File: src/rtl/arbitro_fifos_if.sv
// Datapath bundle between arbitro_fifos and the eight switch FIFOs
// (four entry FIFOs FIFOE_0..3, four exit FIFOs FIFOS_0..3).
interface arbitro_fifos_if #(parameter int DATA_W = 10);
  // Handshake: the FIFOs present show-ahead heads that are valid while
  // empty_FIFOE[i]=0, and they accept pushes while alm_full_FIFOS[d]=0.
  // A word moves only on a registered pop_FIFOE[g]/push_FIFOS[d] pair,
  // and data_out carries that word in the same cycle as the pair.
  logic [3:0]          empty_FIFOE;
  logic [3:0]          alm_full_FIFOS;
  logic [4*DATA_W-1:0] data_FIFOE;
  logic [3:0]          pop_FIFOE;
  logic [3:0]          push_FIFOS;
  logic [DATA_W-1:0]   data_out;

  modport master (
    input  empty_FIFOE, alm_full_FIFOS, data_FIFOE,
    output pop_FIFOE, push_FIFOS, data_out
  );

  modport slave (
    output empty_FIFOE, alm_full_FIFOS, data_FIFOE,
    input  pop_FIFOE, push_FIFOS, data_out
  );
endinterface

File: src/rtl/arbitro_fifos.sv
// Scheduler that moves one word per cycle from the entry FIFOs to the exit FIFOs.
// Define ARB_PRIORIDAD_FIJA_EN to use fixed priority (lane 0 highest) instead of round-robin.
module arbitro_fifos #(
  parameter int         DATA_W     = 10,
  parameter logic [2:0] UMBRAL_RST = 3'd2
) (
  input  logic                  clk,
  input  logic                  rst,
  input  logic                  init,
  input  logic [2:0]            umbral_in,
  arbitro_fifos_if.master       fifo,
  output logic [2:0]            umbral,
  output logic [3:0]            Estado,
  output logic                  idle,
  output logic [7:0]            xfer_count
);

  typedef enum logic [3:0] {
    ST_RESET  = 4'b0001,
    ST_INIT   = 4'b0010,
    ST_IDLE   = 4'b0100,
    ST_ACTIVE = 4'b1000
  } state_t;

  state_t            state, state_next;
  logic [DATA_W-1:0] head [4];
  logic [1:0]        dest [4];
  logic [3:0]        elig;
  logic [1:0]        start;
  logic [1:0]        idx;
  logic [1:0]        gnt_lane;
  logic              found;
  logic              grant_en;

  // The previous grant's pop/push registers mask the lane whose head has not
  // advanced yet and the destination whose almost-full flag still lags.
  always_comb begin
    for (int i = 0; i < 4; i++) begin
      head[i] = fifo.data_FIFOE[i*DATA_W +: DATA_W];
      dest[i] = head[i][DATA_W-1 -: 2];
      elig[i] = !fifo.empty_FIFOE[i] && !fifo.alm_full_FIFOS[dest[i]] &&
                !fifo.pop_FIFOE[i] && !fifo.push_FIFOS[dest[i]];
    end
  end

  always_comb begin
    found    = 1'b0;
    gnt_lane = 2'd0;
    idx      = 2'd0;
    for (int k = 0; k < 4; k++) begin
      idx = start + 2'(k);
      if (!found && elig[idx]) begin
        found    = 1'b1;
        gnt_lane = idx;
      end
    end
  end

`ifdef ARB_PRIORIDAD_FIJA_EN
  assign start = 2'd0;
`else
  logic [1:0] ptr;

  assign start = ptr;

  always_ff @(posedge clk or negedge rst) begin
    if (!rst) begin
      ptr <= 2'd0;
    end else if (grant_en) begin
      ptr <= gnt_lane + 2'd1;
    end
  end
`endif

  always_comb begin
    state_next = state;
    grant_en   = 1'b0;
    case (state)
      ST_RESET: state_next = ST_INIT;
      ST_INIT:  if (!init) state_next = ST_IDLE;
      ST_IDLE: begin
        if (init) begin
          state_next = ST_INIT;
        end else if (found) begin
          grant_en   = 1'b1;
          state_next = ST_ACTIVE;
        end
      end
      ST_ACTIVE: begin
        if (init) begin
          state_next = ST_INIT;
        end else if (found) begin
          grant_en = 1'b1;
        end else if (fifo.push_FIFOS == 4'd0) begin
          state_next = ST_IDLE;
        end
      end
      default: state_next = ST_RESET;
    endcase
  end

  always_ff @(posedge clk or negedge rst) begin
    if (!rst) begin
      state           <= ST_RESET;
      fifo.pop_FIFOE  <= 4'd0;
      fifo.push_FIFOS <= 4'd0;
      fifo.data_out   <= '0;
      umbral          <= UMBRAL_RST;
      xfer_count      <= 8'd0;
    end else begin
      state           <= state_next;
      fifo.pop_FIFOE  <= grant_en ? (4'b0001 << gnt_lane) : 4'd0;
      fifo.push_FIFOS <= grant_en ? (4'b0001 << dest[gnt_lane]) : 4'd0;
      if (grant_en) begin
        fifo.data_out <= head[gnt_lane];
        xfer_count    <= xfer_count + 8'd1;
      end
      if (state == ST_INIT && init) begin
        umbral <= umbral_in;
      end
    end
  end

  assign Estado = state;
  assign idle   = (state == ST_IDLE) && (&fifo.empty_FIFOE);

endmodule

File: src/flat_wrapper.sv
// flat-port wrapper written by rule: the top's interface ports become plain ports
module arbitro_fifos_flat 
#(
  parameter int         DATA_W     = 10,
  parameter logic [2:0] UMBRAL_RST = 3'd2
)
  (clk, rst, init, umbral_in, umbral, Estado, idle, xfer_count, fifo_empty_FIFOE, fifo_alm_full_FIFOS, fifo_data_FIFOE, fifo_pop_FIFOE, fifo_push_FIFOS, fifo_data_out);
  arbitro_fifos_if #(.DATA_W(DATA_W)) fifo_i ();
  input  logic clk;
  input  logic rst;
  input  logic init;
  input  logic [2:0] umbral_in;
  output logic [2:0] umbral;
  output logic [3:0] Estado;
  output logic idle;
  output logic [7:0] xfer_count;
  input wire logic [$bits(fifo_i.empty_FIFOE)-1:0] fifo_empty_FIFOE;
  input wire logic [$bits(fifo_i.alm_full_FIFOS)-1:0] fifo_alm_full_FIFOS;
  input wire logic [$bits(fifo_i.data_FIFOE)-1:0] fifo_data_FIFOE;
  output wire logic [$bits(fifo_i.pop_FIFOE)-1:0] fifo_pop_FIFOE;
  output wire logic [$bits(fifo_i.push_FIFOS)-1:0] fifo_push_FIFOS;
  output wire logic [$bits(fifo_i.data_out)-1:0] fifo_data_out;
  assign fifo_i.empty_FIFOE = fifo_empty_FIFOE;
  assign fifo_i.alm_full_FIFOS = fifo_alm_full_FIFOS;
  assign fifo_i.data_FIFOE = fifo_data_FIFOE;
  assign fifo_pop_FIFOE = fifo_i.pop_FIFOE;
  assign fifo_push_FIFOS = fifo_i.push_FIFOS;
  assign fifo_data_out = fifo_i.data_out;
  arbitro_fifos #(.DATA_W(DATA_W), .UMBRAL_RST(UMBRAL_RST)) u_core (.clk(clk), .rst(rst), .init(init), .umbral_in(umbral_in), .fifo(fifo_i), .umbral(umbral), .Estado(Estado), .idle(idle), .xfer_count(xfer_count));
endmodule
File: config.mk
export PLATFORM = sky130hd
export DESIGN_NAME = arbitro_fifos_flat
export DESIGN_NICKNAME = d
export VERILOG_FILES = /design/src/rtl/arbitro_fifos_if.sv /design/src/rtl/arbitro_fifos.sv /design/src/flat_wrapper.sv
export SDC_FILE = /design/constraint.sdc
export NUM_CORES = 1
export LEC_CHECK = 0
export CELL_PAD_IN_SITES_DETAIL_PLACEMENT = 1
export CELL_PAD_IN_SITES_GLOBAL_PLACEMENT = 1
export CORE_MARGIN = 8
export CORE_UTILIZATION = 29
export CTS_CLUSTER_SIZE = 24
export DETAILED_ROUTE_END_ITERATION = 16
export GPL_ROUTABILITY_DRIVEN = 0
export HOLD_SLACK_MARGIN = 0.05
export PLACE_DENSITY_LB_ADDON = 0.1
export SYNTH_ARGS = -nofsm -noshare
export SYNTH_HDL_FRONTEND = slang
export SYNTH_SLANG_ARGS = --single-unit
export TNS_END_PERCENT = 100
File: constraint.sdc
create_clock -name clk -period 2.5 [get_ports clk]
set_clock_uncertainty 0.15 [all_clocks]
set_input_delay 0.5 -clock clk [delete_from_list [all_inputs] [get_ports clk]]
set_output_delay 0.5 -clock clk [all_outputs]
set_load 0.005 [all_outputs]
==> flow_metrics.tcl <==
set metrics [dict create \
    drt_iter0_drc 38 \
    report.final.slew_viol_count 0 \
    dpl_cell_area_um2 3505 \
    crit_required_ns 2.55 \
    path_cells "clkdlybuf4s15_1 -> or2_4 -> a311o_1 -> or3_4 -> buf_6 -> o21ai_4 -> and3_4 -> clkinvlp_4 -> buf_4 -> buf_6 -> ha_4 -> and2_4" \
    track_usage_pct 16.11 \
    leakage_uw 0.001677 \
    ys_seq_elements 35 \
    synthArstFlopShare_pct 100.0 \
    peakVddDrop_mv 0.4128 \
    drive_gt1_share_pct 39.38 \
    cts_tree "built" \
    crit_path_end_kind "flop" \
    netlist-cell-type-count 57 \
    synth_nets 263 \
    cpPeakStageDelay_ns 0.41 \
    relSlewSlack_pct 42.11 \
    holdCritPathClass "input port to asynchronous set/reset pin" \
    port_buffers 87 \
    cts_root_buf "clkbuf_8" \
    p_total_uw 2968 \
    crit_top_cell "buf_6" \
    wire_per_inst_um 18.57 \
    setup_viol 26 \
    stdcell_area_um2 4068 \
    htreeDepth 2 \
    rsz0062_at_grt "true" \
    core_area_um2 7214 \
    fin_crit_sh_pct 114.8 \
    fmax_ghz 0.3486 \
    hpwl_um 5822 \
    fp.dieW_um 102.0 \
    clock-sinks 35 \
    postRouteAntennaNets 0 \
    r2r_slack_ns -0.37 \
    drv_cap 0 \
    clk_pin_slew_ns 0.08 \
    grt_pass1_vias 2533 \
    fillCellCount 781 \
    hold_violations 0 \
    syn_area_um2 2145 \
    seq_area_frac_synth_pct 40.96 \
    violations "negative setup slack" \
    num_vias 2179 \
    antenna_found_initial 0 \
    dp_slack_ns -0.8340 \
    die_area_um2 10400 \
    nets 411 \
    syn_to_final_growth_pct 89.67 \
    fin_crit_ns 2.869 \
    yosys_warnings 0 \
    vias_per_cell 4.821 \
    synthCells 204 \
    die_height_um 102.0 \
    avgSynthCellArea_um2 10.51 \
    remaining_drc_errors 0 \
    finalWirelength_um 8392 \
    cp-start-kind "input port" \
    grt-ovfl-total 0 \
    powerDensity_nw_per_um2 729.7 \
    grt_first_pass_wirelength_um 13080 \
    crit_path_top_delay_cell "or3_4" \
    tightest_slew_ns 0.8684 \
    placementRows 31 \
    setup_ws_ns -0.3690 \
    cts_buffers 5 \
    cp.arrival_ns 2.91 \
    clk_latency_ns 0.30 \
    status "complete, but fails checks" \
    crit_type "input port to flop" \
    synth_edf_count 0 \
    synth_flop_cell "dfrtp_1" \
    cp_max_fo 4 \
    clockBufferDepth 2 \
    grt_max_degree 36 \
    cts.hold.buffers_added 0 \
    floorplan.initialDensity_pct 29.73 \
    drt_pre_antenna_iters 4 \
    io_pins 88 \
    n_antenna_cell 0 \
]
[kinds of logic (layout without fill, tap and decap cells)]
group	count (synthesis)	in the layout	synth area share, %
and+or+nand+nor	87	88	23.75
AOI/OAI and AO/OA	36	36	14.06
DFF	35	35	40.96
muxes	22	22	12.19
buffers and inverters	10	158	2.450
xor gates and xnor gates	9	9	3.676
adders and majority gates	5	5	2.917
[registers in the layout, indices dropped and copies added, names as in the netlist]
signal                  count
u_core.fifo.data_out       10
u_core.xfer_count           8
u_core.Estado               4
u_core.fifo.pop_FIFOE       4
u_core.fifo.push_FIFOS      4
u_core.umbral               3
u_core.ptr                  2
[metal layers]
layer | global-route usage, % | part of all wire [%] | up-vias
met5 | 0 | 0 | -
met4 | 3.950 | 0.89 | 0
met3 | 4.632 | 5.7 | 5
met2 | 27.04 | 51 | 55
met1 | 19.75 | 42 | 1066
li1 | - | - | 1053
[layout make-up]
| type | instances | area, um2 | share of cell area, % |
|---|---|---|---|
| Multi-Input combinational cell | 160 | 1515 | 37.25 |
| Timing Repair Buffer | 147 | 1413 | 34.73 |
| Sequential cell | 35 | 878.3 | 21.59 |
| Tap cell | 99 | 123.9 | 3.045 |
| Clock buffer | 6 | 82.58 | 2.030 |
| Clock inverter | 2 | 35.03 | 0.8613 |
| Inverter | 3 | 20.02 | 0.4922 |
[cell usage in the layout (no fill, tap or decap), drive strengths merged, types with 4 or more instances in the layout]
cell and instances:
a211oi 5, a21oi 4, and2 6, buf 61
clkbuf 7, clkdlybuf4s50 76, dfrtp 33, dlygate4sd2 6
ha 5, mux2i 16, nand2 25, nand4 5
nor2 14, nor3 9, o221ai 8, or2 7
xnor2 9
[cell usage after synthesis, types with 2 or more instances]
cell       instances  area (um2)
nor3_1             6       30.03
nor4_1             3       18.77
a211oi_1           2       15.01
or2_2              2       12.51
mux2i_1           16       160.2
a211oi_2           3       37.54
or3_1              2       12.51
nand3b_1           2       15.01
nand3_1            2       10.01
inv_1              2       7.510
nor3_2             3       30.03
mux4_2             3       67.56
o211ai_1           2       15.01
nor2_1            13       48.80
dfrtp_1           33       825.8
dfstp_2            2       52.55
and2_1             6       37.54
mux2_2             3       33.78
nand2_1           24       90.09
xnor2_1            9       78.83
and3_1             2       12.51
a21oi_1            4       20.02
a2bb2oi_1          2       17.52
o221ai_1           8       70.07
ha_1               5       62.56
clkbuf_1           4       15.01
a22oi_1            2       15.01
or2_1              3       18.77
a31oi_1            2       12.51
and4_1             3       26.28
nand4_1            5       31.28
[final timing paths]
path                            cells past startpoint                        to                       from
min in group clk                                    1      u_core.xfer_count[7]       u_core.xfer_count[7]
worst max register to register                     11  u_core.fifo.pop_FIFOE[2]  u_core.fifo.push_FIFOS[1]
worst max-delay path                               12  u_core.fifo.pop_FIFOE[2]     fifo_alm_full_FIFOS[1]
max in group asynchronous                           1   u_core.fifo.data_out[8]                        rst
worst min-delay path                                1      u_core.xfer_count[7]                        rst
worst min register to register                      1      u_core.xfer_count[7]       u_core.xfer_count[7]
[per-stage QoR]
| step | setup TNS, ns | hold slack, ns | utilization (%) | instances |
|---|---|---|---|---|
| floorplan | -3.617 | 0.05441 | - | 204 |
| global placement | -20.08 | 0.3141 | 48.58 | 427 |
| detailed placement | -20.22 | 0.3197 | 48.58 | 427 |
| CTS | -4.320 | 0.1895 | 53.85 | 447 |
| global route | -8.354 | 0.2203 | 56.38 | 452 |
| finish | -6.092 | 0.1654 | 56.38 | 452 |
[repair_timing]
item                       in CTS  in global routing
pin swaps                      25                 20
setup endpoints to repair      31                 29
buffers inserted               10                  7
resized for setup              49                 35
cloned                          2                  0
[where the power goes]
group | switching, uW | internal, uW
Clock | 224 | 323
Sequential | 153 | 742
Combinational | 641 | 885
[worst max-delay path, delay by kind of cell]
family / cells / cell delay (ns)
AOI/OAI and AO/OA: 2 / 0.48
and+or+nand+nor: 4 / 1.02
buffers and inverters: 5 / 0.75
adders and majority gates: 1 / 0.15
No activity file was read; power rests on OpenSTA's default activity.
